===== src/rtl/ex_muldiv_stall_pkg.sv =====
// Shared MDU defines: stall bus width, op encodings, iteration count and FSM/control types.
// The MULT/MULTU encodings are only executed here when MDU_MULT_EN is defined.
package ex_muldiv_stall_pkg;

    localparam int STALL_BUS_W = 6;
    localparam int MDU_ITER    = 32;

    typedef enum logic [1:0] {
        MDU_DIV   = 2'b00,
        MDU_DIVU  = 2'b01,
        MDU_MULT  = 2'b10,
        MDU_MULTU = 2'b11
    } mdu_op_e;

    typedef enum logic [1:0] {
        S_IDLE,
        S_BUSY,
        S_DONE
    } mdu_state_e;

    // Per-operation control captured at start and used for exit correction.
    typedef struct packed {
        logic is_mult;
        logic neg_q;     // quotient / product negated
        logic neg_r;     // remainder negated (dividend sign)
        logic div_zero;
    } mdu_ctl_t;

    function automatic logic op_is_signed(input logic [1:0] op);
        return ~op[0];
    endfunction

endpackage


===== src/rtl/ex_muldiv_stall_sign_fix.sv =====
// Combinational sign handling for the MDU: magnitude of operands on entry,
// negation of quotient/remainder or 64-bit product on exit.
module mdu_sign_fix #(
    parameter int DATA_W = 32
) (
    input  logic              is_signed,
    input  logic [DATA_W-1:0] rs,
    input  logic [DATA_W-1:0] rt,
    output logic              sgn_rs,
    output logic              sgn_rt,
    output logic [DATA_W-1:0] abs_rs,
    output logic [DATA_W-1:0] abs_rt,
    input  logic              is_mult,
    input  logic              neg_q,
    input  logic              neg_r,
    input  logic [DATA_W-1:0] raw_hi,
    input  logic [DATA_W-1:0] raw_lo,
    output logic [DATA_W-1:0] fix_hi,
    output logic [DATA_W-1:0] fix_lo
);

    logic [2*DATA_W-1:0] prod, prod_neg;

    always_comb begin
        sgn_rs = is_signed & rs[DATA_W-1];
        sgn_rt = is_signed & rt[DATA_W-1];
        abs_rs = sgn_rs ? -rs : rs;
        abs_rt = sgn_rt ? -rt : rt;

        prod     = {raw_hi, raw_lo};
        prod_neg = -prod;
        if (is_mult) begin
            {fix_hi, fix_lo} = neg_q ? prod_neg : prod;
        end else begin
            fix_lo = neg_q ? -raw_lo : raw_lo;
            fix_hi = neg_r ? -raw_hi : raw_hi;
        end
    end

endmodule


===== src/rtl/ex_muldiv_stall.sv =====
// Iterative EX-stage divider (multiply too when MDU_MULT_EN is defined) that
// holds stallreq_from_ex while busy and drops it in the cycle the result is presented.
module ex_muldiv_stall
    import ex_muldiv_stall_pkg::*;
#(
    parameter int DATA_W = 32,
    parameter int ITER   = MDU_ITER
) (
    input  logic              clk,
    input  logic              rst,
    input  logic              start_i,
    input  logic [1:0]        op_i,
    input  logic [DATA_W-1:0] rs_i,
    input  logic [DATA_W-1:0] rt_i,
    output logic              stallreq_from_ex,
    output logic              ready_o,
    output logic [DATA_W-1:0] hi_o,
    output logic [DATA_W-1:0] lo_o
);

    localparam int CNT_W = $clog2(ITER);

    mdu_state_e        state, state_nx;
    logic [CNT_W-1:0]  cnt;
    logic [DATA_W-1:0] rem_q, quo_q, opnd_q;
    mdu_ctl_t          ctl_q;
    logic              op_valid, accept, last_step;

    logic              sgn_rs, sgn_rt;
    logic [DATA_W-1:0] abs_rs, abs_rt, fix_hi, fix_lo;
    logic [DATA_W-1:0] rem_nx, quo_nx;
    logic [DATA_W+1:0] div_diff;
    logic [DATA_W:0]   div_shift;

`ifdef MDU_MULT_EN
    assign op_valid = 1'b1;
`else
    assign op_valid = ~op_i[1];
`endif

    assign last_step = (cnt == CNT_W'(ITER - 1));

    always_ff @(posedge clk) begin
        if (rst) state <= S_IDLE;
        else     state <= state_nx;
    end

    always_comb begin
        state_nx         = state;
        stallreq_from_ex = 1'b0;
        ready_o          = 1'b0;
        accept           = 1'b0;
        case (state)
            S_IDLE: begin
                // Combinational so the controller freezes EX on this very edge.
                if (start_i && op_valid) begin
                    stallreq_from_ex = 1'b1;
                    accept           = 1'b1;
                    state_nx         = S_BUSY;
                end
            end
            S_BUSY: begin
                stallreq_from_ex = 1'b1;
                if (last_step) state_nx = S_DONE;
            end
            S_DONE: begin
                ready_o  = 1'b1;
                state_nx = S_IDLE;
            end
            default: state_nx = S_IDLE;
        endcase
    end

    // One iteration: restoring shift-subtract, or shift-add with product in {rem,quo}.
    always_comb begin
        div_shift = {rem_q, quo_q[DATA_W-1]};
        div_diff  = {1'b0, div_shift} - {2'b00, opnd_q};
        if (!div_diff[DATA_W+1]) begin
            rem_nx = div_diff[DATA_W-1:0];
            quo_nx = {quo_q[DATA_W-2:0], 1'b1};
        end else begin
            rem_nx = div_shift[DATA_W-1:0];
            quo_nx = {quo_q[DATA_W-2:0], 1'b0};
        end
`ifdef MDU_MULT_EN
        if (ctl_q.is_mult) begin
            logic [DATA_W:0] sum;
            sum    = {1'b0, rem_q} + (quo_q[0] ? {1'b0, opnd_q} : '0);
            rem_nx = sum[DATA_W:1];
            quo_nx = {sum[0], quo_q[DATA_W-1:1]};
        end
`endif
    end

    mdu_sign_fix #(.DATA_W(DATA_W)) u_sign_fix (
        .is_signed (op_is_signed(op_i)),
        .rs        (rs_i),
        .rt        (rt_i),
        .sgn_rs    (sgn_rs),
        .sgn_rt    (sgn_rt),
        .abs_rs    (abs_rs),
        .abs_rt    (abs_rt),
        .is_mult   (ctl_q.is_mult),
        .neg_q     (ctl_q.neg_q),
        .neg_r     (ctl_q.neg_r),
        .raw_hi    (rem_nx),
        .raw_lo    (quo_nx),
        .fix_hi    (fix_hi),
        .fix_lo    (fix_lo)
    );

    always_ff @(posedge clk) begin
        if (rst) begin
            cnt    <= '0;
            rem_q  <= '0;
            quo_q  <= '0;
            opnd_q <= '0;
            ctl_q  <= '0;
            hi_o   <= '0;
            lo_o   <= '0;
        end else begin
            if (accept) begin
                // Div: quo shifts out |rs| while quotient bits shift in; mult: quo holds |rt|.
                quo_q          <= op_i[1] ? abs_rt : abs_rs;
                opnd_q         <= op_i[1] ? abs_rs : abs_rt;
                rem_q          <= '0;
                cnt            <= '0;
                ctl_q.is_mult  <= op_i[1];
                ctl_q.neg_q    <= sgn_rs ^ sgn_rt;
                ctl_q.neg_r    <= sgn_rs;
                ctl_q.div_zero <= ~op_i[1] & (rt_i == '0);
            end else if (state == S_BUSY) begin
                rem_q <= rem_nx;
                quo_q <= quo_nx;
                cnt   <= cnt + CNT_W'(1);
                if (last_step) begin
                    // Remainder of x/0 naturally ends as x after sign fix.
                    hi_o <= fix_hi;
                    lo_o <= ctl_q.div_zero ? '1 : fix_lo;
                end
            end
        end
    end

endmodule

===== config.mk =====
export PLATFORM = sky130hd
export DESIGN_NAME = ex_muldiv_stall
export DESIGN_NICKNAME = d
export VERILOG_FILES = /design/src/rtl/ex_muldiv_stall_pkg.sv /design/src/rtl/ex_muldiv_stall_sign_fix.sv /design/src/rtl/ex_muldiv_stall.sv
export SDC_FILE = /design/constraint.sdc
export NUM_CORES = 1
export LEC_CHECK = 0
export BUFFER_PORTS_ARGS = -buffer_cell sky130_fd_sc_hd__buf_2
export CORE_UTILIZATION = 45
export DETAILED_ROUTE_END_ITERATION = 8
export GPL_TIMING_DRIVEN = 0
export PLACE_DENSITY_LB_ADDON = 0.3
export RECOVER_POWER = 25
export SYNTH_ARGS = -nofsm -noshare
export SYNTH_HDL_FRONTEND = slang
export SYNTH_SLANG_ARGS = --single-unit

===== constraint.sdc =====
create_clock -name clk -period 11.93 [get_ports clk]
set_clock_uncertainty 0.15 [all_clocks]
set_input_delay 2.9825 -clock clk [delete_from_list [all_inputs] [get_ports clk]]
set_output_delay 2.9825 -clock clk [all_outputs]
set_load 0.05 [all_outputs]

==> impl_metrics.py, run 1 <==
metrics = {
    "drt": {
        "wirelength_um": 42400,
        "ant_nets": 0,
        "vias": 12800,
        "via_per_inst": 6.10,
        "wl_per_cell_um": 20.2,
        "firstDrtPassIters": 7,
        "drc_errors": 0,
        "drtIter0Drc": 1455,
    },
    "critical_path": {
        "startpoint_type": "input pin",
        "critPathRequiredTime_ns": 8.80,
        "worstReg2RegEnd": "hi_o[26]$_SDFFE_PP0P_",
        "timing.rr.start": "opnd_q[10]$_SDFFE_PP0P_",
        "rr_worst_depth": 23,
        "crit_path_end_kind": "output port",
        "critPathMaxFanout": 8,
        "worstPathArrival_ns": 4.20,
        "rrSetupSlack_ns": 4.70,
        "criticalPathCategory": "in -> out",
    },
    "clocking": {
        "post_cts_buffers": 0,
        "numCtsBuffers": 17,
        "cts_resized": 0,
        "cts_tree": "yes",
        "clkTransAtPathRegs_ns": 0.07,
        "postCtsHoldBufs": 0,
        "worstSkewPairLatency_ns": 0.45,
        "numClockSinks": 171,
        "cts.path.max_buffers": 2,
        "clockRootBuffer": "clkbuf_16",
        "h-tree-depth": 4,
    },
    "synthesis": {
        "yosys.cell_types.count": 81,
        "synth_largest_area_cell": "dfxtp_1",
        "synth-simple-area-share": 0.244,
        "synth_top_family_by_area": "compound AO/OA/AOI/OAI gates",
        "synth_xor_area_frac": 0.0910,
        "syn_avg_cell_area_um2": 7.45,
        "synth_compound_area_frac": 0.261,
        "synth_edf_count": 0,
        "synth-seq-cells": 171,
        "synthMuxAreaShare": 0.0211,
        "ys.warnings.count": 0,
        "async_flop_share": 0,
        "syn_nets": 1711,
        "postSynthCellCount": 1603,
        "netlist.area_leader.share": 0.287,
        "yosysMostFrequentCell": "nor2_1",
        "synth-seq-area-share": 0.287,
        "synth_common_cells": "236 x nor2_1, 178 x nand2_1, 171 x dfxtp_1",
        "synth_area_leaders": "dfxtp_1 29%, nor2_1 7.4%, xnor2_1 5.7%",
        "synthFlopType": "dfxtp_1",
        "synth.cell_area_mm2": 0.0119,
        "synth_adder_area_share": 0.0415,
    },
    "power_and_ir_drop": {
        "leakagePower_nw": 5.06,
        "ir_worst_vdd_mv": 0.109,
        "switching_share": 0.429,
        "p_sw_mw": 0.870,
        "seqPwrFrac": 0.311,
        "p_per_area_mw_per_mm2": 150,
        "pwr-share-clk": 0.281,
        "power_frac_comb": 0.408,
        "p_int_mw": 1.16,
    },
    "global_route": {
        "grt-ovfl-total": 0,
        "grt.total_usage": 0.309,
        "grt_start_max_net_pins": 20,
        "grt_pass1_vias": 11400,
        "grt_pass1_wl_um": 64200,
        "antenna_found_initial": 0,
    },
    "hold_path": {
        "holdPathEnd": "hi_o[5]$_SDFFE_PP0P_",
        "hp-class": "reg -> reg",
        "worstHoldPathCells": 2,
        "holdCritStartpoint": "hi_o[5]$_SDFFE_PP0P_",
    },
    "placed_design": {
        "gp_congestion": 1.00,
        "hpwl_um": 33500,
        "port_buffers": 133,
        "place_area_mm2": 0.0130,
    },
    "timing": {
        "layout_worst_path_cycle_share": 0.615,
        "worst_pin_slew_ns": 0.982,
        "final.setup.tns_ns": 0,
        "rsz0062_at_grt": "false",
        "fmax_mhz": 136,
        "fin_crit_ns": 7.34,
        "setup_viol": 0,
        "hold_viol_final": 0,
        "drv_slew": 0,
        "relSlewSlack": 0.345,
    },
    "die": {
        "ios": 135,
        "die_w_um": 165,
        "dieArea_mm2": 0.0272,
        "core_mm2": 0.0261,
        "rows": 59,
        "initial_core_util": 0.458,
        "die_h_um": 165,
    },
    "cells_and_area": {
        "n_antenna_cell": 0,
        "area_growth_pct": 13.5,
        "drive_gt1_frac": 0.0865,
        "finalInstanceArea_mm2": 0.0135,
        "fin_nets": 1863,
        "nFillCells": 2671,
    },
    "status": {
        "status": "finished, final reports clean",
    },
    "run": {
        "drv_cap": 0,
    },
}
==> metrics by stage <==
step | std cells | utilization | total power, mW | setup slack [ns] | hold WS [ns]
after floorplan | 1603 | - | 1.20 | 4.88 | 0.291
after global placement | 2071 | 0.500 | 1.44 | 4.60 | 0.288
after detailed placement | 2071 | 0.500 | 1.44 | 4.60 | 0.292
after CTS | 2103 | 0.523 | 2.00 | 4.60 | 0.303
after global routing | 2103 | 0.520 | 2.11 | 4.40 | 0.329
final | 2103 | 0.520 | 2.03 | 4.59 | 0.302
==> worst max-delay path: stages <==
cell and delay (ns):
buf_2 0.12, or3_1 0.36, clkbuf_1 0.24, nand2_1 0.21
buf_2 0.29
==> final cells by class <==
type,count,area [µm²],share of cell area
buffer,100,418,0.0308
clock buffer,17,425,0.0314
clock inverter,15,174,0.0128
inverter,62,233,0.0172
multi-input combinational,1270,7860,0.580
sequential,171,3420,0.253
tap,335,419,0.0309
timing repair buffer,133,596,0.0440
==> registers in the layout, summed over array words and instances (netlist names) <==
signal	flops
ctl_q	4
quo_q	32
hi_o	32
state	2
rem_q	32
cnt	5
opnd_q	32
lo_o	32
==> cells in the final DEF (no fill, tap or decap), drive strengths merged, types with 5 or more instances in the layout <==
master and count:
a2111oi 6, a211oi 72, a21boi 7, a21o 22, a21oi 102, a311oi 32, a31oi 15, a41oi 5
and2 12, and3 14, and4 8, buf 99, clkbuf 151, clkinv 6, dfxtp 171, ha 38
inv 69, mux2i 24, nand2 178, nand2b 7, nand3 24, nand3b 5, nand4 12, nor2 240
nor2b 8, nor3 34, nor3b 8, nor4 20, o211ai 14, o21a 11, o21ai 64, o22ai 35
o31ai 24, o41ai 12, or2 6, or3 27, or4 14, xnor2 78, xor2 46
==> how the worst max path moves through the flow <==
| stage | start | to | slack, ns | cells past startpoint |
|---|---|---|---|---|
| 2_1_floorplan | start_i | stallreq_from_ex | 4.88 | 4 |
| 3_3_place_gp | op_i[1] | stallreq_from_ex | 4.60 | 5 |
| 3_5_place_dp | op_i[1] | stallreq_from_ex | 4.60 | 5 |
| 4_1_cts | op_i[1] | stallreq_from_ex | 4.60 | 5 |
| 5_1_grt | opnd_q[10]$_SDFFE_PP0P_ | hi_o[26]$_SDFFE_PP0P_ | 4.40 | 23 |
| 6_report | op_i[1] | stallreq_from_ex | 4.59 | 5 |
==> layer usage <==
| metal | global-route usage | share of wire | vias up |
|---|---|---|---|
| met3 | 0.0352 | 0.083 | 69 |
| li1 | - | - | 6107 |
| met2 | 0.470 | 0.43 | 628 |
| met5 | 0 | 0 | - |
| met4 | 0.0901 | 0.021 | 0 |
| met1 | 0.453 | 0.46 | 6028 |
==> power groups by stage <==
stage / Sequential [mW] / Clock [mW] / Combinational [mW]
4_1_cts: 0.629 / 0.571 / 0.804
3_3_place_gp: 0.642 / 0 / 0.794
6_report: 0.632 / 0.570 / 0.828
3_5_place_dp: 0.643 / 0 / 0.799
5_1_grt: 0.634 / 0.594 / 0.885
2_1_floorplan: 0.629 / 0 / 0.569
==> logic make-up (layout without fill, tap and decap cells) <==
group,Yosys count,after routing
adders and majority gates,39,39
AOI/OAI and AO/OA,458,458
muxes,25,25
buffers and inverters,162,327
xor gates and xnor gates,124,124
and+or+nand+nor,624,624
DFF,171,171
No activity file was read; power rests on OpenSTA's default activity.
==> inputs of run 2 (changes only) <==
ABC_AREA = 1   (was default)
clock period = 6.38 ns   (was 11.93 ns; I/O delays follow)
==> run 2 against run 1 <==
Net effect: first-iteration DRC count fell by 15%; combinational power rose to 2.6 times the previous value; critical path depth is 4 higher; sequential cell count unchanged; final area up 7.6%; clock power grew 86%; cell count is 25% higher; synthesized area increased by 8.4%; count of clock-buffer cells in the layout up 3; via count is 11% higher; largest cell class unchanged; register-to-register slack got worse by 3.2 ns.
==> impl_metrics.py, run 2 <==
metrics = {
    "critical_path": {
        "startpoint_type": "input pin",
        "rr_worst_depth": 28,
        "critPathRequiredTime_ns": 4.64,
        "timing.rr.start": "opnd_q[11]$_SDFFE_PP0P_",
        "worstReg2RegEnd": "hi_o[20]$_SDFFE_PP0P_",
        "cp-startpoint": "op_i[1]",
        "worstPathArrival_ns": 4.01,
        "criticalPathCategory": "in -> out",
        "crit_path_end_kind": "output port",
        "rrSetupSlack_ns": 1.51,
        "critPathMaxFanout": 10,
        "cp-endpoint": "stallreq_from_ex",
    },
    "global_route": {
        "antenna_found_initial": 0,
        "grt.total_usage": 0.317,
        "grt-ovfl-total": 0,
        "grt_start_max_net_pins": 17,
        "grt_pass1_vias": 12900,
        "grt_pass1_wl_um": 70800,
    },
    "placed_design": {
        "hpwl_um": 37900,
        "place_area_mm2": 0.0141,
        "gp_congestion": 0.975,
        "port_buffers": 133,
        "place_inst": 2607,
    },
    "cells_and_area": {
        "finalInstanceArea_mm2": 0.0146,
        "final_cell_mix": "515 x nand2_1, 359 x inv_1, 184 x nor2_1, 171 x dfxtp_1, 151 x o21ai_0",
        "drive_gt1_frac": 0.0880,
        "nFillCells": 2947,
        "fin_nets": 2356,
        "final_common_cell": "nand2_1",
        "fin_cells": 2639,
        "final_util": 0.521,
        "area_growth_pct": 12.7,
        "n_antenna_cell": 0,
    },
    "timing": {
        "fmax_mhz": 174,
        "final.setup.tns_ns": 0,
        "drv_slew": 0,
        "rsz0062_at_grt": "false",
        "setup_viol": 0,
        "worst_pin_slew_ns": 0.884,
        "hold_viol_final": 0,
        "fin_crit_ns": 5.76,
        "relSlewSlack": 0.405,
        "layout_worst_path_cycle_share": 0.902,
    },
    "clocking": {
        "h-tree-depth": 4,
        "numCtsBuffers": 17,
        "cts.path.max_buffers": 2,
        "cts_resized": 0,
        "postCtsHoldBufs": 0,
        "cts_tree": "yes",
        "clkTransAtPathRegs_ns": 0.07,
        "numClockSinks": 171,
        "clockRootBuffer": "clkbuf_16",
        "post_cts_buffers": 0,
        "worstSkewPairLatency_ns": 0.44,
    },
    "run": {
        "drv_cap": 0,
    },
    "synthesis": {
        "synth-seq-area-share": 0.265,
        "synth_common_cells": "515 x nand2_1, 359 x inv_1, 184 x nor2_1",
        "synth_area_leaders": "dfxtp_1 26%, nand2_1 15%, inv_1 10%",
        "syn_avg_cell_area_um2": 6.17,
        "synth-seq-cells": 171,
        "syn_nets": 2204,
        "ys.warnings.count": 0,
        "yosysMostFrequentCell": "nand2_1",
        "netlist.area_leader.share": 0.265,
        "postSynthCellCount": 2096,
        "synth_largest_area_cell": "dfxtp_1",
        "async_flop_share": 0,
        "synthFlopType": "dfxtp_1",
        "yosys.cell_types.count": 54,
        "synth.cell_area_mm2": 0.0129,
        "synth_edf_count": 0,
    },
    "power_and_ir_drop": {
        "leakagePower_nw": 7.24,
        "p_per_area_mw_per_mm2": 298,
        "ir_worst_vdd_mv": 0.234,
        "power_mw": 4.35,
    },
    "die": {
        "dieArea_mm2": 0.0294,
        "ios": 135,
        "initial_core_util": 0.462,
        "die_w_um": 172,
        "core_mm2": 0.0280,
        "rows": 61,
        "die_h_um": 172,
    },
    "drt": {
        "ant_nets": 0,
        "via_per_inst": 5.38,
        "wl_per_cell_um": 17.4,
        "wirelength_um": 46000,
        "drtIter0Drc": 1241,
        "firstDrtPassIters": 8,
        "drc_errors": 0,
        "vias": 14200,
    },
    "status": {
        "status": "finished, final reports clean",
    },
    "hold_path": {
        "hp-class": "reg -> reg",
        "holdCritStartpoint": "cnt[4]$_SDFFE_PP0P_",
    },
}
[run 2: cell count changes after synthesis, moves of 24 or more]
cell,previous run,this run
nand2_1,178,515
inv_1,61,359
nand3_1,24,139
o21ai_0,56,151
a211oi_1,71,0
xnor2_1,78,24
nor2_1,236,184
a311oi_1,32,0
or3_1,26,0
nand2_2,0,25
mux2i_1,24,0
[run 2: layout make-up]
cell class	instances	area (µm²)	share of cell area
flip-flops and latches	171	3420	0.235
clock inverters	12	128	0.00875
multi-input cells	1476	7770	0.533
inverters	372	1400	0.0959
plain buffers	77	348	0.0239
well taps	378	473	0.0324
repair buffers	133	593	0.0407
clock buffers	20	447	0.0306
[run 2: where the power goes]
group / switching (mW) / internal, mW
logic: 1.50 / 0.620
registers: 0.0511 / 1.12
clock network: 0.501 / 0.561
[run 2: worst min path at each step]
stage,endpoint,cells past startpoint
floorplan,opnd_q[0]$_SDFFE_PP0P_,2
global placement,cnt[4]$_SDFFE_PP0P_,2
detailed placement,cnt[4]$_SDFFE_PP0P_,2
CTS,cnt[4]$_SDFFE_PP0P_,2
global route,cnt[4]$_SDFFE_PP0P_,2
finish,cnt[4]$_SDFFE_PP0P_,2
[run 2: metrics by stage]
step | setup WS, ns | hold WS [ns]
2_1_floorplan | 1.52 | 0.282
3_3_place_gp | 0.673 | 0.303
3_5_place_dp | 0.660 | 0.316
4_1_cts | 0.652 | 0.325
5_1_grt | 0.492 | 0.356
6_report | 0.622 | 0.322
[run 2: per-layer routing]
metal	routed length, µm	vias to the layer above	share of wire	GRT usage
li1	-	7045	-	-
met1	21000	6525	0.46	0.432
met2	20500	555	0.44	0.511
met3	3560	72	0.077	0.0520
met4	1050	0	0.023	0.0885
met5	0	-	0	0
[run 2: cell families (layout without fill, tap and decap cells)]
family	after synthesis	count (layout)	synth area share
AOI/OAI and AO/OA	387	387	0.179
xor gates and xnor gates	90	90	0.0609
adders and majority gates	39	39	0.0383
buffers and inverters	449	614	0.135
DFF	171	171	0.265
and+or+nand+nor	960	960	0.322
[run 2: worst max-delay path, cell delays in order]
cell and delay [ns]:
clkbuf_1 0.11, inv_1 0.16, nand3_1 0.41, inv_1 0.18
clkbuf_1 0.42, nor2_1 0.13, inv_1 0.23, clkbuf_1 0.41
buf_2 0.36
==> inputs of run 3 (changes only) <==
ABC_AREA = default   (was 1)
==> run 3 against run 2 <==
Net effect: global-route usage decreased by 0.75 points; sequential cell count unchanged; combinational power shrank 27%; setup slack got worse by 0.22 ns; largest power group unchanged; highest routed layer unchanged.
==> impl_metrics.py, run 3 (same netlist as run 1, synthesis figures left out) <==
metrics = {
    "status": {
        "status": "finished, final reports clean",
    },
    "critical_path": {
        "critPathMaxFanout": 28,
        "startpoint_type": "flop",
        "cp_slowest_cell": "or4_4",
        "criticalPathCategory": "reg -> reg",
        "cpPeakStageDelay_ns": 0.50,
        "critPathRequiredTime_ns": 6.62,
        "crit_path_end_kind": "flop",
        "worstPathCellList": "inv_1 -> ha_1 -> a21oi_1 -> o21ai_1 -> a2111oi_4 -> a211oi_4 -> or2_4 -> inv_4 -> ha_1 -> nand2_1 -> or3_1 -> clkbuf_1 -> or4_4 -> buf_6 -> nor3_4 -> nor2_2 -> or3_1 -> o41a_1 -> xnor2_1 -> nand2_1 -> a21oi_2",
        "crit_family": "simple AND/OR/NAND/NOR gates",
        "critPathBufInv": 4,
        "worstPathArrival_ns": 6.22,
    },
    "timing": {
        "layout_worst_path_cycle_share": 0.938,
        "fin_crit_ns": 5.98,
        "final.setup.tns_ns": 0,
        "hold_viol_final": 0,
        "rsz0062_at_grt": "false",
        "setup_viol": 0,
        "worst_pin_slew_ns": 0.970,
        "relSlewSlack": 0.354,
        "finalWorstSetupSlack_ns": 0.397,
        "fmax_mhz": 167,
        "whs_ns": 0.302,
        "drv_slew": 0,
    },
    "global_route": {
        "grt.total_usage": 0.309,
        "grt-ovfl-total": 0,
        "grt_pass1_wl_um": 64300,
        "grt_pass1_vias": 11400,
        "antenna_found_initial": 1,
        "grt_start_max_net_pins": 20,
    },
    "drt": {
        "firstDrtPassIters": 6,
        "ant_nets": 0,
        "drtIter0Drc": 1530,
        "vias": 12800,
        "drc_errors": 0,
        "wl_per_cell_um": 20.1,
        "via_per_inst": 6.09,
        "wirelength_um": 42200,
    },
    "clocking": {
        "h-tree-depth": 4,
        "numClockSinks": 171,
        "clkTransAtPathRegs_ns": 0.08,
        "numCtsBuffers": 17,
        "clockRootBuffer": "clkbuf_16",
        "cts_tree": "yes",
        "worstSkewPairLatency_ns": 0.45,
        "postCtsHoldBufs": 0,
        "cts.path.max_buffers": 2,
    },
    "placed_design": {
        "place_area_mm2": 0.0130,
        "dpl_worst_slack_ns": -0.586,
        "hpwl_um": 33500,
        "port_buffers": 133,
        "gp_congestion": 1.00,
        "place_inst": 2071,
    },
    "cells_and_area": {
        "fin_cells": 2101,
        "finalInstanceArea_mm2": 0.0136,
        "drive_gt1_frac": 0.0872,
        "area_growth_pct": 13.6,
        "fin_nets": 1861,
        "final_cell_mix": "236 x nor2_1, 178 x nand2_1, 171 x dfxtp_1, 131 x clkbuf_1, 101 x a21oi_1",
        "final_common_cell": "nor2_1",
        "n_antenna_cell": 0,
        "final_util": 0.520,
    },
    "power_and_ir_drop": {
        "pwr-share-clk": 0.281,
        "p_int_mw": 2.17,
        "p_per_area_mw_per_mm2": 280,
        "power_frac_comb": 0.408,
        "switching_share": 0.428,
        "p_sw_mw": 1.62,
        "leakagePower_nw": 5.06,
        "power_mw": 3.79,
        "ir_worst_vdd_mv": 0.203,
        "seqPwrFrac": 0.312,
    },
    "die": {
        "initial_core_util": 0.458,
        "die_h_um": 165,
        "core_mm2": 0.0261,
        "rows": 59,
        "ios": 135,
        "dieArea_mm2": 0.0272,
        "die_w_um": 165,
    },
    "hold_path": {
        "hp-class": "reg -> reg",
    },
    "run": {
        "drv_cap": 0,
    },
}
## run 3: routing by layer
layer	vias up	routed length [µm]	GRT usage
li1	6114	-	-
met1	5974	19500	0.453
met2	638	18200	0.472
met3	75	3550	0.0352
met4	0	915	0.0892
met5	-	0	0
## run 3: cell type report
type / instances / area (µm²)
Clock buffer: 17 / 425
Multi-Input combinational cell: 1270 / 7880
Sequential cell: 171 / 3420
Clock inverter: 15 / 174
Fill cell: 2665 / 12500
Tap cell: 335 / 419
Inverter: 62 / 235
Timing Repair Buffer: 133 / 594
Buffer: 98 / 412
## run 3: power groups by stage
stage	logic (mW)	registers (mW)	clock network (mW)
final	1.55	1.18	1.06
after global routing	1.66	1.19	1.11
after CTS	1.51	1.18	1.07
after detailed placement	1.49	1.20	0
after global placement	1.48	1.20	0
after floorplan	1.06	1.18	0
## run 3: worst reg2reg max path, cell delays in order, from the launching register on
cell and delay [ns]:
dfxtp_1 0.33, inv_1 0.12, ha_1 0.40, a21oi_1 0.28
o21ai_1 0.22, a2111oi_4 0.49, a211oi_4 0.19, or2_4 0.34
inv_4 0.28, ha_1 0.26, nand2_1 0.07, or3_1 0.30
clkbuf_1 0.17, or4_4 0.50, buf_6 0.15, nor3_4 0.21
nor2_2 0.16, or3_1 0.43, o41a_1 0.33, xnor2_1 0.27
nand2_1 0.13, a21oi_2 0.13
## run 3: timing repair
| item | 4_1_cts | 5_1_grt |
|---|---|---|
| setup endpoints to repair | 8 | 7 |
| buffers inserted | 0 | 0 |
| gates resized for setup | 3 | 2 |
| pin swaps | 1 | 0 |
| cloned | 0 | 0 |
## run 3: path summary, 6_finish.rpt
path | from | to | slack [ns] | depth (start not counted)
min reg2reg | hi_o[5]$_SDFFE_PP0P_ | hi_o[5]$_SDFFE_PP0P_ | 0.30 | 2
min | hi_o[5]$_SDFFE_PP0P_ | hi_o[5]$_SDFFE_PP0P_ | 0.30 | 2
max reg2reg | opnd_q[8]$_SDFFE_PP0P_ | hi_o[22]$_SDFFE_PP0P_ | 0.40 | 21
max | opnd_q[8]$_SDFFE_PP0P_ | hi_o[22]$_SDFFE_PP0P_ | 0.40 | 21
